File: src/rtl/dram_arbiter.sv
// dram_arbiter: round-robin arbiter sharing one DRAM port among NUM_REQ requesters.
// Ports: clk/rst (async active-low); req_valid/req_addr/req_write/req_wdata in,
//   req_ready/req_rdata/req_error out (one-cycle pulses); dram_req/dram_addr/
//   dram_write/dram_wdata out, dram_ready/dram_rdata in; busy, grant_id status.
// Optional: define DRAM_ARB_TIMEOUT_EN to enable the GRANT watchdog (TIMEOUT_CYCLES).
module dram_arbiter #(
  parameter int NUM_REQ        = 2,
  parameter int ADDR_W         = 32,
  parameter int DATA_W         = 11,
  parameter int TIMEOUT_CYCLES = 255
) (
  input  logic                        clk,
  input  logic                        rst,
  input  logic [NUM_REQ-1:0]          req_valid,
  input  logic [NUM_REQ*ADDR_W-1:0]   req_addr,
  input  logic [NUM_REQ-1:0]          req_write,
  input  logic [NUM_REQ*DATA_W-1:0]   req_wdata,
  output logic [NUM_REQ-1:0]          req_ready,
  output logic [DATA_W-1:0]           req_rdata,
  output logic [NUM_REQ-1:0]          req_error,
  output logic                        dram_req,
  output logic [ADDR_W-1:0]           dram_addr,
  output logic                        dram_write,
  output logic [DATA_W-1:0]           dram_wdata,
  input  logic                        dram_ready,
  input  logic [DATA_W-1:0]           dram_rdata,
  output logic                        busy,
  output logic [$clog2(NUM_REQ)-1:0]  grant_id
);
  localparam int IW = $clog2(NUM_REQ);
  typedef enum logic [1:0] {IDLE, GRANT, DONE} state_e;
  state_e              state_q;
  logic [IW-1:0]       ptr_q, grant_q, win_d, ptr_d;
  logic                dram_req_q, dram_write_q, busy_q, timeout;
  logic [ADDR_W-1:0]   dram_addr_q;
  logic [DATA_W-1:0]   dram_wdata_q, rdata_q;
  logic [NUM_REQ-1:0]  ready_q, error_q, onehot;

  // Scan from the pointer downward-last so the closest set bit at or above ptr wins.
  always_comb begin
    win_d = '0;
    for (int k = NUM_REQ - 1; k >= 0; k--)
      if (req_valid[(int'(ptr_q) + k) % NUM_REQ]) win_d = IW'((int'(ptr_q) + k) % NUM_REQ);
  end

  assign ptr_d  = (win_d == IW'(NUM_REQ - 1)) ? '0 : win_d + 1'b1;
  assign onehot = NUM_REQ'(1) << grant_q;

`ifdef DRAM_ARB_TIMEOUT_EN
  localparam int CW = ($clog2(TIMEOUT_CYCLES + 1) > 8) ? $clog2(TIMEOUT_CYCLES + 1) : 8;
  logic [CW-1:0] cnt_q;
  // Held at zero outside GRANT, so it starts from zero on every GRANT entry.
  always_ff @(posedge clk or negedge rst) begin
    if (!rst) cnt_q <= '0;
    else      cnt_q <= (state_q == GRANT) ? cnt_q + 1'b1 : '0;
  end
  assign timeout = (cnt_q == CW'(TIMEOUT_CYCLES - 1));
`else
  logic [31:0] tout_unused;
  assign tout_unused = 32'(TIMEOUT_CYCLES);
  assign timeout     = 1'b0;
`endif

  always_ff @(posedge clk or negedge rst) begin
    if (!rst) begin
      state_q      <= IDLE;
      ptr_q        <= '0;
      grant_q      <= '0;
      dram_req_q   <= 1'b0;
      dram_write_q <= 1'b0;
      dram_addr_q  <= '0;
      dram_wdata_q <= '0;
      rdata_q      <= '0;
      ready_q      <= '0;
      error_q      <= '0;
      busy_q       <= 1'b0;
    end else begin
      ready_q <= '0;
      error_q <= '0;
      case (state_q)
        IDLE: if (|req_valid) begin
          state_q      <= GRANT;
          grant_q      <= win_d;
          ptr_q        <= ptr_d;
          dram_addr_q  <= req_addr[win_d*ADDR_W +: ADDR_W];
          dram_write_q <= req_write[win_d];
          dram_wdata_q <= req_wdata[win_d*DATA_W +: DATA_W];
          dram_req_q   <= 1'b1;
          busy_q       <= 1'b1;
        end
        // A dram_ready arriving in the expiry cycle still counts as a normal completion.
        GRANT: if (dram_ready || timeout) begin
          state_q    <= DONE;
          dram_req_q <= 1'b0;
          ready_q    <= dram_ready ? onehot : '0;
          error_q    <= dram_ready ? '0 : onehot;
          rdata_q    <= (dram_ready && !dram_write_q) ? dram_rdata : '0;
        end
        DONE: begin
          state_q <= IDLE;
          busy_q  <= 1'b0;
          rdata_q <= '0;
        end
        default: state_q <= IDLE;
      endcase
    end
  end

  assign req_ready  = ready_q;
  assign req_error  = error_q;
  assign req_rdata  = rdata_q;
  assign dram_req   = dram_req_q;
  assign dram_addr  = dram_addr_q;
  assign dram_write = dram_write_q;
  assign dram_wdata = dram_wdata_q;
  assign busy       = busy_q;
  assign grant_id   = grant_q;
endmodule

File: config.mk
export PLATFORM = sky130hd
export DESIGN_NAME = dram_arbiter
export DESIGN_NICKNAME = d
export VERILOG_FILES = /design/src/rtl/dram_arbiter.sv
export SDC_FILE = /design/constraint.sdc
export NUM_CORES = 1
export LEC_CHECK = 0
export CELL_PAD_IN_SITES_DETAIL_PLACEMENT = 1
export CELL_PAD_IN_SITES_GLOBAL_PLACEMENT = 2
export CORE_MARGIN = 2
export CORE_UTILIZATION = 24
export CTS_CLUSTER_SIZE = 14
export DETAILED_ROUTE_END_ITERATION = 8
export GPL_TIMING_DRIVEN = 0
export HOLD_SLACK_MARGIN = 0.1
export PLACE_DENSITY_LB_ADDON = 0.05
export SKIP_LAST_GASP = 1
export SLEW_MARGIN = 20
export SYNTH_ARGS = -nofsm -noshare
export SYNTH_HDL_FRONTEND = slang
export SYNTH_SLANG_ARGS = --single-unit
File: constraint.sdc
create_clock -name clk -period 3 [get_ports clk]
set_input_delay 0.6 -clock clk [delete_from_list [all_inputs] [get_ports clk]]
set_output_delay 0.6 -clock clk [all_outputs]
set_load 0.005 [all_outputs]
==> results summary, run 1 <==
The cell count after synthesis came out at 209. Excluding fillers, the count of instances in the completed layout stands at 532. The total global routing overflow came out at 0. Including well taps, the total number of placed cells is 517. The critical path class is primary input to register. The mean area per synthesized cell came out at 13.2 um2. CTS placed an instance of sky130_fd_sc_hd__clkbuf_16 at the clock tree root. The peak fanout along the critical path came out at 10. The register bit total from synthesis is 63. The delay of the slowest critical-path stage is 0.45 ns. Counting instances in the post-synthesis netlist gives the leading cell types as 63 x sky130_fd_sc_hd__dfrtp_1, 44 x sky130_fd_sc_hd__a221o_1, 44 x sky130_fd_sc_hd__o21a_1, 11 x sky130_fd_sc_hd__a22o_1, 10 x sky130_fd_sc_hd__buf_2. The transition at the pin with the smallest max-transition slack is 0.636 ns. The floorplan die width came out at 111 um. The effective utilization at floorplan is 24.4%.

Compared with the post-synthesis result, the final layout area differs by 75.8%. The slowest stage of the critical path is the sky130_fd_sc_hd__clkdlybuf4s50_1 cell. The HPWL after detailed placement is 7.05 mm. The final estimated routing congestion in global placement is 0.701. In the synthesized netlist the async set-or-reset flop fraction comes to 100%. The die height came out at 111 um. The routed length per placed instance is 18.2 um. The full die area is 0.0124 mm2. The number of vias per cell is 4.69. The worst relative slew slack came out at 57.2%. The worst hold path belongs to the class primary input to async pin. Routed signal wires occupy layers up through met4. The buffers inserted during post-CTS setup optimization came out at 0. The synthesized design spends more area on one cell type than any other, namely sky130_fd_sc_hd__dfrtp_1. The number of remaining DRC errors came out at 0. The met3 wirelength from detailed routing is 654 um. The final-layout setup total negative slack is 0 ns. The count of pins on the block boundary came out at 166. Timing would allow up to 534 MHz.

The maximum vdd ir drop is 0.296 mV. The max-slew violation count came out at 0. The static power due to leakage came out at 2.05 nW.

The most numerous cell in the Yosys netlist is sky130_fd_sc_hd__dfrtp_1. For the finished layout, the period the worst path requires is 1.87 ns. The via count is 2497. The post-route netlist has 9.00% of its cells at a drive strength greater than 1. After synthesis, the cell types taking the most area are sky130_fd_sc_hd__dfrtp_1 57%, sky130_fd_sc_hd__a221o_1 16%, sky130_fd_sc_hd__o21a_1 12%, sky130_fd_sc_hd__a22o_1 3.5%, sky130_fd_sc_hd__buf_8 2.2%.

The number of detailed-route iterations in the first pass is 4. The number of nets in the layout came out at 489. The run finished with clean final reports. The met2 wire length came out at 4.49 mm. The worst path arrival time came out at 2.13 ns. The CTS sink count came out at 63. The area of the placeable core came out at 0.0113 mm2. The via count of the first global-routing pass is 2863. TritonCTS built the clock tree. The number of antenna violations at the first check in global routing came out at 0. The smallest hold slack is 0.200 ns. The met1 wire length is 4.40 mm. Clock skew on the completed layout was measured at 0.00521 ns. The critical path data required time came out at 3.26 ns.

CTS built an H-tree with a depth of 3. The global-route usage over all layers came out at 16.1%. The count of nets left with antenna violations once routing finished came out at 0. 0 antenna diodes ended up in the layout. The final hold violation count is 0. The number of buffers inserted during clock tree synthesis came out at 9. The power density of the placed cells came out at 931 mW/mm2. The layout has 1241 filler cells. Entering global routing, the biggest net connects 38 pins. Setup repair after global routing left no endpoint under its margin. The signal on the critical path passes through clkdlybuf4s50_1 > nor2_1 > buf_2 > o21a_1 > a221o_1. The worst path uses 62.4% of the clock period. For the worst flop-to-flop path, the logic depth is 5. The Yosys warning count is 0.

The kind of launch point of the worst setup path is a primary input. The number of buffers inserted for hold repair after clock tree synthesis came out at 0. With fillers left out, the area of the finished cells amounts to 0.00485 mm2. The number of cell rows is 39. In the synthesized netlist the dominant register cell turns out to be sky130_fd_sc_hd__dfrtp_1. The sequential area share after synthesis is 57.2%.

The total chip power came out at 4.51 mW. The total detailed-routing wirelength came out at 9.67 mm. The count of cells resized by post-cts repair is 0.

Counting along the longest clock path gives a buffer depth of 2. Clock latency on the worst-skew pair, taken at its later pin, is 0.32 ns. During placement, the flow inserted port buffers numbering 163. The top cell type by area accounts for 57.2% of the synthesized area.

The standard cell area after detailed placement is 0.00459 mm2. The final-report setup violation count is 0. The max capacitance violation total is 0. The number of distinct library cells after synthesis came out at 22. STA classifies the critical path endpoint as a register.

The wire length of the first global-routing pass is 15.8 mm. The number of DRC violations after detailed-routing iteration 0 came out at 84. The number of enable flip-flop cells after synthesis is 0. The summed instance area of the synthesized netlist is 0.00276 mm2. The clock-pin slew on the worst setup and hold paths came out at 0.05 ns.
[path summary, 6_finish.rpt]
path                       slack (ns)             to          from
max                              1.13  dram_addr[12]  req_valid[1]
min reg2reg                      0.49   req_ready[0]      grant_id
min                              0.20   dram_addr[2]           rst
max in group asynchronous        2.26  req_rdata[10]           rst
min in group clk                 0.49   req_ready[0]      grant_id
max reg2reg                      1.46  dram_addr[12]    state_q[0]
[routing by layer]
layer  vias up  GRT usage, %
li1       1172             -
met1      1219          20.9
met2        94          25.5
met3        12          4.70
met4         0          5.84
met5         -             0
[stage by stage]
step | setup slack (ns) | utilization [%]
2_1_floorplan | 1.47 | -
3_3_place_gp | -1.08 | 40.4
3_5_place_dp | 0.779 | 40.5
4_1_cts | 1.10 | 42.8
5_1_grt | 0.964 | 42.8
6_report | 1.13 | 42.8
[critical path, delay by kind of cell]
family                 cells  cell delay, ns
and+or+nand+nor            1            0.45
buffers and inverters      2            0.81
AOI/OAI and AO/OA          2            0.26
[cell families after synthesis]
family,share of synthesized area [%]
simple gates,2.50
other cells,0.136
compound gates,32.8
flops,57.2
buf+inv,7.40
[sequential cells by signal (all words and copies together) (netlist names)]
name and flops:
req_rdata 11, dram_wdata 11, req_ready 2, busy 1, dram_addr 32, grant_id 1, state_q 2, dram_req 1
ptr_q 1, dram_write 1
[layout by cell type (no fill, tap or decap)]
| cell | synthesis | final |
|---|---|---|
| sky130_fd_sc_hd__a21o_1 | 2 | 2 |
| sky130_fd_sc_hd__a21oi_1 | 1 | 1 |
| sky130_fd_sc_hd__a221o_1 | 44 | 44 |
| sky130_fd_sc_hd__a22o_1 | 11 | 11 |
| sky130_fd_sc_hd__and2_1 | 1 | 1 |
| sky130_fd_sc_hd__and3_1 | 2 | 2 |
| sky130_fd_sc_hd__buf_12 | 0 | 1 |
| sky130_fd_sc_hd__buf_2 | 10 | 10 |
| sky130_fd_sc_hd__buf_4 | 3 | 4 |
| sky130_fd_sc_hd__buf_6 | 5 | 5 |
| sky130_fd_sc_hd__buf_8 | 4 | 4 |
| sky130_fd_sc_hd__clkbuf_1 | 1 | 5 |
| sky130_fd_sc_hd__clkbuf_16 | 0 | 9 |
| sky130_fd_sc_hd__clkbuf_8 | 0 | 1 |
| sky130_fd_sc_hd__clkdlybuf4s50_1 | 0 | 162 |
| sky130_fd_sc_hd__clkinv_2 | 0 | 1 |
| sky130_fd_sc_hd__conb_1 | 1 | 2 |
| sky130_fd_sc_hd__dfrtp_1 | 63 | 63 |
| sky130_fd_sc_hd__inv_1 | 3 | 3 |
| sky130_fd_sc_hd__nand2_1 | 4 | 4 |
| sky130_fd_sc_hd__nand2b_1 | 1 | 1 |
| sky130_fd_sc_hd__nand3b_1 | 1 | 1 |
| sky130_fd_sc_hd__nor2_1 | 4 | 4 |
| sky130_fd_sc_hd__o21a_1 | 44 | 44 |
| sky130_fd_sc_hd__o21ai_0 | 2 | 2 |
| sky130_fd_sc_hd__o31ai_1 | 1 | 1 |
| sky130_fd_sc_hd__or2_1 | 1 | 1 |
[cell type report]
| type | count | area [um2] | share of cell area (%) |
|---|---|---|---|
| timing repair buffer | 164 | 1650 | 34.0 |
| sequential | 63 | 1580 | 32.5 |
| multi-input combinational | 121 | 981 | 20.2 |
| clock buffer | 14 | 254 | 5.24 |
| buffer | 23 | 193 | 3.97 |
| tap | 143 | 179 | 3.69 |
| inverter | 3 | 11.3 | 0.232 |
| clock inverter | 1 | 5.00 | 0.103 |
[where the power goes]
part           leakage [nW]  total (mW)  internal, mW  switching [mW]
sequential            0.785        1.45          1.23           0.217
combinational          1.13        2.14          1.36           0.777
clock                 0.127       0.924         0.576           0.348
total                  2.05        4.51          3.17            1.34
Note: power is estimated with default switching activity, not from simulation.
==> run 2: changes to the inputs <==
--- a/config.mk
+++ b/config.mk
@@ -8,7 +8,7 @@
 export CELL_PAD_IN_SITES_DETAIL_PLACEMENT = 1
 export CELL_PAD_IN_SITES_GLOBAL_PLACEMENT = 2
 export CORE_MARGIN = 2
-export CORE_UTILIZATION = 24
+export CORE_UTILIZATION = 22
 export CTS_CLUSTER_SIZE = 14
 export DETAILED_ROUTE_END_ITERATION = 8
 export GPL_TIMING_DRIVEN = 0
==> constraint.sdc (replaced) <==
create_clock -name clk -period 1.9 [get_ports clk]
set_input_delay 0.38 -clock clk [delete_from_list [all_inputs] [get_ports clk]]
set_output_delay 0.38 -clock clk [all_outputs]
set_load 0.005 [all_outputs]
==> results summary, run 2 (synthesis results as in run 1) <==
The floorplan die width is 116 um (was 111 um). The final-layout setup total negative slack came out at 0 ns (unchanged). The most common cell after layout, fill and taps aside is sky130_fd_sc_hd__clkdlybuf4s50_1 (unchanged).

The number of buffers inserted during clock tree synthesis came out at 9 (unchanged). The worst path arrival time came out at 1.91 ns (was 2.13 ns). The kind of launch point of the worst setup path is a primary input (unchanged). The wire length of the first global-routing pass came out at 15.5 mm (was 15.8 mm).

The maximum buffer depth of the clock tree is 2 (unchanged). The peak fanout along the critical path is 10 (unchanged). The via count of the first global-routing pass came out at 2838 (was 2863). The transition at the pin with the smallest max-transition slack is 0.605 ns (was 0.636 ns).

The final-report setup violation count came out at 0 (unchanged). The count of inserted antenna diode cells came out at 0 (unchanged). The launch instance of the worst register-to-register path is state_q[0] (unchanged).

The worst min-delay path category was register to register (was primary input to async pin). The effective utilization at floorplan is 22.8% (was 24.4%). The achievable frequency is 603 MHz. The clock tree from TritonCTS is done (unchanged). Dividing the final minimum period by the clock period gives 87.2%. The proportion of layout cells with a drive suffix above 1 came to 9.25% (was 9.00%). The smallest clock period supported by the final layout is computed as 1.66 ns. The number of remaining DRC errors is 0 (unchanged). The capture instance of the worst register-to-register path is dram_addr[1] (was dram_addr[12]). Setup repair after global routing missed its margin: no (unchanged). The number of detailed-route iterations in the first pass came out at 4 (unchanged). The depth of the worst register-to-register path is 5 (unchanged).

The worst relative slew slack is 59.3% (was 57.2%). The CTS sink count came out at 63 (unchanged). The number of vias per cell is 4.46 (was 4.69).

The full die area came out at 0.0134 mm2 (was 0.0124 mm2). The synthesis-to-layout area growth came to 77.5% (was 75.8%). The via count came out at 2486 (was 2497). The number of H-tree branching levels is 3 (unchanged).

The critical path data required time came out at 2.16 ns (was 3.26 ns). The power density of the placed cells is 1460 mW/mm2 (was 931 mW/mm2). The static power due to leakage was 2.05 nW (about the same).

The pin count of the biggest net entering global routing came out at 33 (was 38). Most frequent cells in the layout: 162 x sky130_fd_sc_hd__clkdlybuf4s50_1, 63 x sky130_fd_sc_hd__dfrtp_1, 44 x sky130_fd_sc_hd__o21a_1, 44 x sky130_fd_sc_hd__a221o_1, 11 x sky130_fd_sc_hd__a22o_1 (unchanged). The end of the worst hold path is req_ready[0].

The buffers inserted during post-CTS setup optimization came to 0 (unchanged). The max capacitance violation total is 0 (unchanged). The maximum vdd ir drop came out at 0.538 mV (was 0.296 mV). The number of cell rows came out at 40 (was 39). The startpoint identified for the worst hold timing path is grant_id. The critical path class was primary input to register (unchanged). The total detailed-routing wirelength is 9.81 mm (was 9.67 mm). The die height is 116 um (was 111 um).

The max-slew violation count is 0 (unchanged). The nature of the critical path endpoint is a register (unchanged). The number of antenna violations at the first check in global routing is 0 (unchanged). The clock-pin slew on the worst setup and hold paths came out at 0.05 ns (about the same). The worst-case register-to-register setup slack came out at 0.36 ns (was 1.46 ns). The count of pins on the block boundary came out at 166 (unchanged). Outcome: finished, final reports clean (unchanged). The smallest hold slack was 0.484 ns (was 0.200 ns). The HPWL after detailed placement came to 7.07 mm (was 7.05 mm). The area of the placeable core is 0.0121 mm2 (was 0.0113 mm2). The total global routing overflow came out at 0 (unchanged). The flip-flop count of the largest register after layout is 32 (unchanged). The buffer cell driving the clock tree root is sky130_fd_sc_hd__clkbuf_16 (unchanged). The final cell count without fillers came out at 557 (was 532). The placed cell count came out at 542 (was 517). The number of input and output port buffers inserted is 163 (unchanged).

The final hold violation count is 0 (unchanged). The global-route usage over all layers is 15.1% (was 16.1%). The final estimated routing congestion in global placement is 0.690 (was 0.701). The final setup skew came to 0.00352 ns (was 0.00521 ns). The routed length per placed instance is 17.6 um (was 18.2 um).

The number of nets in the layout is 490 (was 489). Counting instances, the worst hold path has a depth of 1. The number of DRC violations after detailed-routing iteration 0 is 97 (was 84). The insertion delay to the later sink of the worst-skew pair is 0.32 ns (about the same). The residual antenna-violating net count after detailed routing came to 0 (unchanged).
==> run 2: repair_timing <==
action | CTS | global route
hold buffers | 1 | 0
endpoints found under the hold margin | 31 | 0
setup endpoints to repair | 0 | 0
resized for setup | 0 | 0
==> run 2: where the power goes <==
group	internal, mW	leakage [nW]	switching, mW
Sequential	1.94	0.785	0.342
Combinational	2.15	1.14	1.23
Clock	0.937	0.132	0.548
Total	5.03	2.05	2.12
==> run 2: how the worst max path moves through the flow <==
stage	from	endpoint	slack [ns]	cells after the start
3_3_place_gp	rst	req_rdata[8]	-2.04	1
6_report	req_valid[1]	dram_addr[1]	0.24	5
5_1_grt	req_valid[1]	dram_addr[1]	0.08	5
3_5_place_dp	req_valid[1]	dram_addr[23]	-0.12	5
4_1_cts	req_valid[1]	dram_addr[23]	0.22	5
2_1_floorplan	state_q[0]	dram_addr[0]	0.48	5
==> run 2: layer usage <==
metal,track usage (%),wire (um),part of all wire (%)
met2,24.4,4530,46
met1,19.5,4420,45
met3,5.02,741,7.6
met4,4.29,112,1.1
met5,0,0,0
==> run 2: critical path: stages <==
cell,delay (ns)
sky130_fd_sc_hd__clkdlybuf4s50_1,0.45
sky130_fd_sc_hd__nor2_1,0.47
sky130_fd_sc_hd__buf_2,0.35
sky130_fd_sc_hd__o21a_1,0.14
sky130_fd_sc_hd__a221o_1,0.11
==> run 2: layout make-up <==
cell class / instances / area (um2)
inverter: 3 / 11.3
multi-input combinational: 121 / 981
sequential: 63 / 1580
timing repair buffer: 165 / 1660
clock buffer: 13 / 260
buffer: 23 / 193
fill: 1335 / 7220
tap: 168 / 210
clock inverter: 1 / 5.00
==> run 2: through the flow <==
step           setup WS (ns)  cell area, um2  total power [mW]  utilization [%]
2_1_floorplan          0.477            2760              3.91                -
3_3_place_gp           -2.04            4600              5.71             38.0
3_5_place_dp          -0.118            4620              5.74             38.2
4_1_cts                0.223            4900              7.31             40.4
5_1_grt               0.0808            4900              7.71             40.4
6_report               0.243            4900              7.15             40.4
==> run 3: changes to the inputs <==
--- a/config.mk
+++ b/config.mk
@@ -7,7 +7,7 @@
 export LEC_CHECK = 0
 export CELL_PAD_IN_SITES_DETAIL_PLACEMENT = 1
 export CELL_PAD_IN_SITES_GLOBAL_PLACEMENT = 2
-export CORE_MARGIN = 2
+export CORE_MARGIN = 1.5
 export CORE_UTILIZATION = 22
 export CTS_CLUSTER_SIZE = 14
 export DETAILED_ROUTE_END_ITERATION = 8
==> results summary, run 3 (synthesis results as in run 1) <==
Outcome: finished, final reports clean (unchanged). The critical path data required time was 2.10 ns (was 2.16 ns). The maximum vdd ir drop came out at 0.519 mV (was 0.538 mV). The routed length per placed instance is 18.1 um (was 17.6 um). The depth of the worst register-to-register path was 5 (unchanged). The number of detailed-route iterations in the first pass came out at 4 (unchanged).

The count of inserted antenna diode cells is 0 (unchanged). Most frequent cells in the layout: 162 x sky130_fd_sc_hd__clkdlybuf4s50_1, 63 x sky130_fd_sc_hd__dfrtp_1, 44 x sky130_fd_sc_hd__o21a_1, 44 x sky130_fd_sc_hd__a221o_1, 11 x sky130_fd_sc_hd__a22o_1 (unchanged). The number of input and output port buffers inserted came out at 163 (unchanged). The final estimated routing congestion in global placement was 0.686 (was 0.690). The clock-pin slew on the worst setup and hold paths came out at 0.05 ns (about the same).

The smallest hold slack came out at 0.486 ns (was 0.484 ns). The worst hold path startpoint is dram_req (was grant_id). Setup repair after global routing missed its margin: no (unchanged). The nature of the critical path endpoint is a register (unchanged). The floorplan die width came out at 115 um (was 116 um). The most used routing layer is met2 (unchanged). The HPWL after detailed placement is 7.20 mm (was 7.07 mm). The timing startpoint of the critical path is req_valid[0] (was req_valid[1]). The buffer cell driving the clock tree root is sky130_fd_sc_hd__clkbuf_16 (unchanged). The area of the placeable core came to 0.0121 mm2 (unchanged). The achievable frequency is 611 MHz (was 603 MHz).

The final hold violation count came out at 0 (unchanged). The number of nets in the layout came to 490 (unchanged). The number of remaining DRC errors came out at 0 (unchanged).

The effective utilization at floorplan is 22.8% (unchanged). The capture instance of the worst register-to-register path is dram_addr[9] (was dram_addr[1]). The met3 usage in global routing is 4.74% (was 5.02%). The final setup skew came out at 0.00498 ns (was 0.00352 ns). The via count came out at 2545 (was 2486). The CTS sink count came out at 63 (unchanged). The power density of the placed cells is 1480 mW/mm2 (was 1460 mW/mm2). The transition at the pin with the smallest max-transition slack is 0.659 ns (was 0.605 ns).

The maximum buffer depth of the clock tree came out at 2 (unchanged). The relative contribution of the clock network to total power is 21.8% (was 20.8%). The static power due to leakage came out at 2.07 nW (was 2.05 nW).

The switching power as a share of total power came out at 29.7% (was 29.6%). The critical path class is primary input to register (unchanged). The met2 track demand over resource in global routing came to 24.8% (was 24.4%). The number of DRC violations after detailed-routing iteration 0 came out at 101 (was 97). The wire length of the first global-routing pass is 15.6 mm (was 15.5 mm). The total global routing overflow is 0 (unchanged). The pin count of the biggest net entering global routing is 40 (was 33). The end of the worst hold path is dram_req (was req_ready[0]). The number of cell rows came out at 40 (unchanged). The worst min-delay path category was register to register (unchanged).

The number of H-tree branching levels came out at 3 (unchanged). The worst-case register-to-register setup slack came to 0.36 ns (about the same). The number of stages on the worst hold path is 2 (was 1). The total detailed-routing wirelength came to 10.1 mm (was 9.81 mm).

The max capacitance violation total came out at 0 (unchanged). The launch instance of the worst register-to-register path was state_q[1] (was state_q[0]). The sequential share of power is 31.5% (was 32.0%). The standard cell area after detailed placement is 0.00463 mm2 (was 0.00462 mm2). The net switching power is 2.16 mW (was 2.12 mW). The worst relative slew slack came out at 55.6% (was 59.3%).

The flip-flop count of the largest register after layout came out at 32 (unchanged). The combinational cell fraction of total power came out at 46.8% (was 47.3%). The count of pins on the block boundary came out at 166 (unchanged).

The via count of the first global-routing pass came out at 2803 (was 2838). The max-slew violation count came out at 0 (unchanged). The count of cells resized by post-cts repair is 0 (unchanged). The number of antenna violations at the first check in global routing came out at 0 (unchanged).

The area of all placed cells without fillers is 0.00492 mm2 (was 0.00490 mm2). The synthesis-to-layout area growth is 78.5% (was 77.5%). The peak fanout along the critical path is 10 (unchanged). The full die area is 0.0132 mm2 (was 0.0134 mm2). The die height is 115 um (was 116 um).

The kind of launch point of the worst setup path is a primary input (unchanged). The most common cell after layout, fill and taps aside is sky130_fd_sc_hd__clkdlybuf4s50_1 (unchanged). The final clock period utilization by the worst path came out at 86.1% (was 87.2%). The total chip power is 7.27 mW (was 7.15 mW). The clock tree from TritonCTS is done (unchanged).

The number of vias per cell was 4.57 (was 4.46). The shortest period the worst path allows is 1.64 ns (was 1.66 ns). The proportion of layout cells with a drive suffix above 1 is 9.51% (was 9.25%).

The fill cell instance count of the final layout is 1316 (was 1335). The number of buffers inserted during clock tree synthesis is 9 (unchanged). The met1 capacity usage during global routing is 19.7% (was 19.5%). The global-route usage over all layers is 15.7% (was 15.1%).

The final-report setup violation count is 0 (unchanged). The internal power summed over all cells came out at 5.11 mW (was 5.03 mW). The worst path arrival time came out at 1.84 ns (was 1.91 ns). The residual antenna-violating net count after detailed routing is 0 (unchanged).

The insertion delay to the later sink of the worst-skew pair is 0.33 ns (was 0.32 ns).
==> run 3: changes by cell type in the layout (fill, tap and decap cells not counted) <==
cell and change:
sky130_fd_sc_hd__clkinv_2 -1, sky130_fd_sc_hd__buf_12 -1, sky130_fd_sc_hd__clkbuf_1 -1, sky130_fd_sc_hd__buf_16 +1
sky130_fd_sc_hd__clkbuf_8 +2
==> run 3: repair_timing <==
item	in CTS	in global routing
hold buffers	1	0
setup buffers	0	0
endpoints found under the hold margin	24	0
==> run 3: worst max-delay path by stage <==
stage	to	slack, ns	depth (start not counted)
6_report	dram_addr[9]	0.26	6
5_1_grt	dram_addr[28]	0.14	5
4_1_cts	dram_addr[28]	0.25	5
3_5_place_dp	dram_addr[28]	-0.11	5
3_3_place_gp	req_rdata[8]	-2.07	1
2_1_floorplan	dram_addr[0]	0.48	5
==> run 3: per-stage QoR <==
step	utilization, %	setup slack (ns)	setup TNS (ns)	std cells
after floorplan	-	0.477	0	210
after global placement	38.0	-2.07	-133.51	541
after detailed placement	38.2	-0.114	-3.04	542
after CTS	40.6	0.249	0	557
after global routing	40.6	0.141	0	557
final	40.6	0.264	0	557
==> run 3: metal layers <==
layer	vias up	routed length (um)	part of all wire, %
li1	1172	-	-
met2	106	4700	47
met4	0	196	1.9
met3	13	701	7.0
met1	1254	4470	44
met5	-	0	0
==> run 3: final cells by class <==
type	instances	area, um2	share of cell area [%]
buffer	23	193	3.91
clock buffer	14	284	5.77
inverter	3	11.3	0.229
multi-input combinational	121	981	19.9
sequential	63	1580	32.0
tap	168	210	4.27
timing repair buffer	165	1670	33.9
==> run 3: power groups by stage <==
stage	Combinational, mW	Sequential, mW	Clock [mW]
after floorplan	1.59	2.31	0
after global routing	3.70	2.37	1.71
after CTS	3.47	2.29	1.64
after detailed placement	3.45	2.31	0
final	3.40	2.29	1.58
after global placement	3.41	2.29	0
==> run 3: critical path, cell delays in order <==
cell	delay (ns)
sky130_fd_sc_hd__clkdlybuf4s50_1	0.51
sky130_fd_sc_hd__nand2b_1	0.06
sky130_fd_sc_hd__and3_1	0.17
sky130_fd_sc_hd__buf_2	0.18
sky130_fd_sc_hd__buf_2	0.22
sky130_fd_sc_hd__a221o_1	0.32
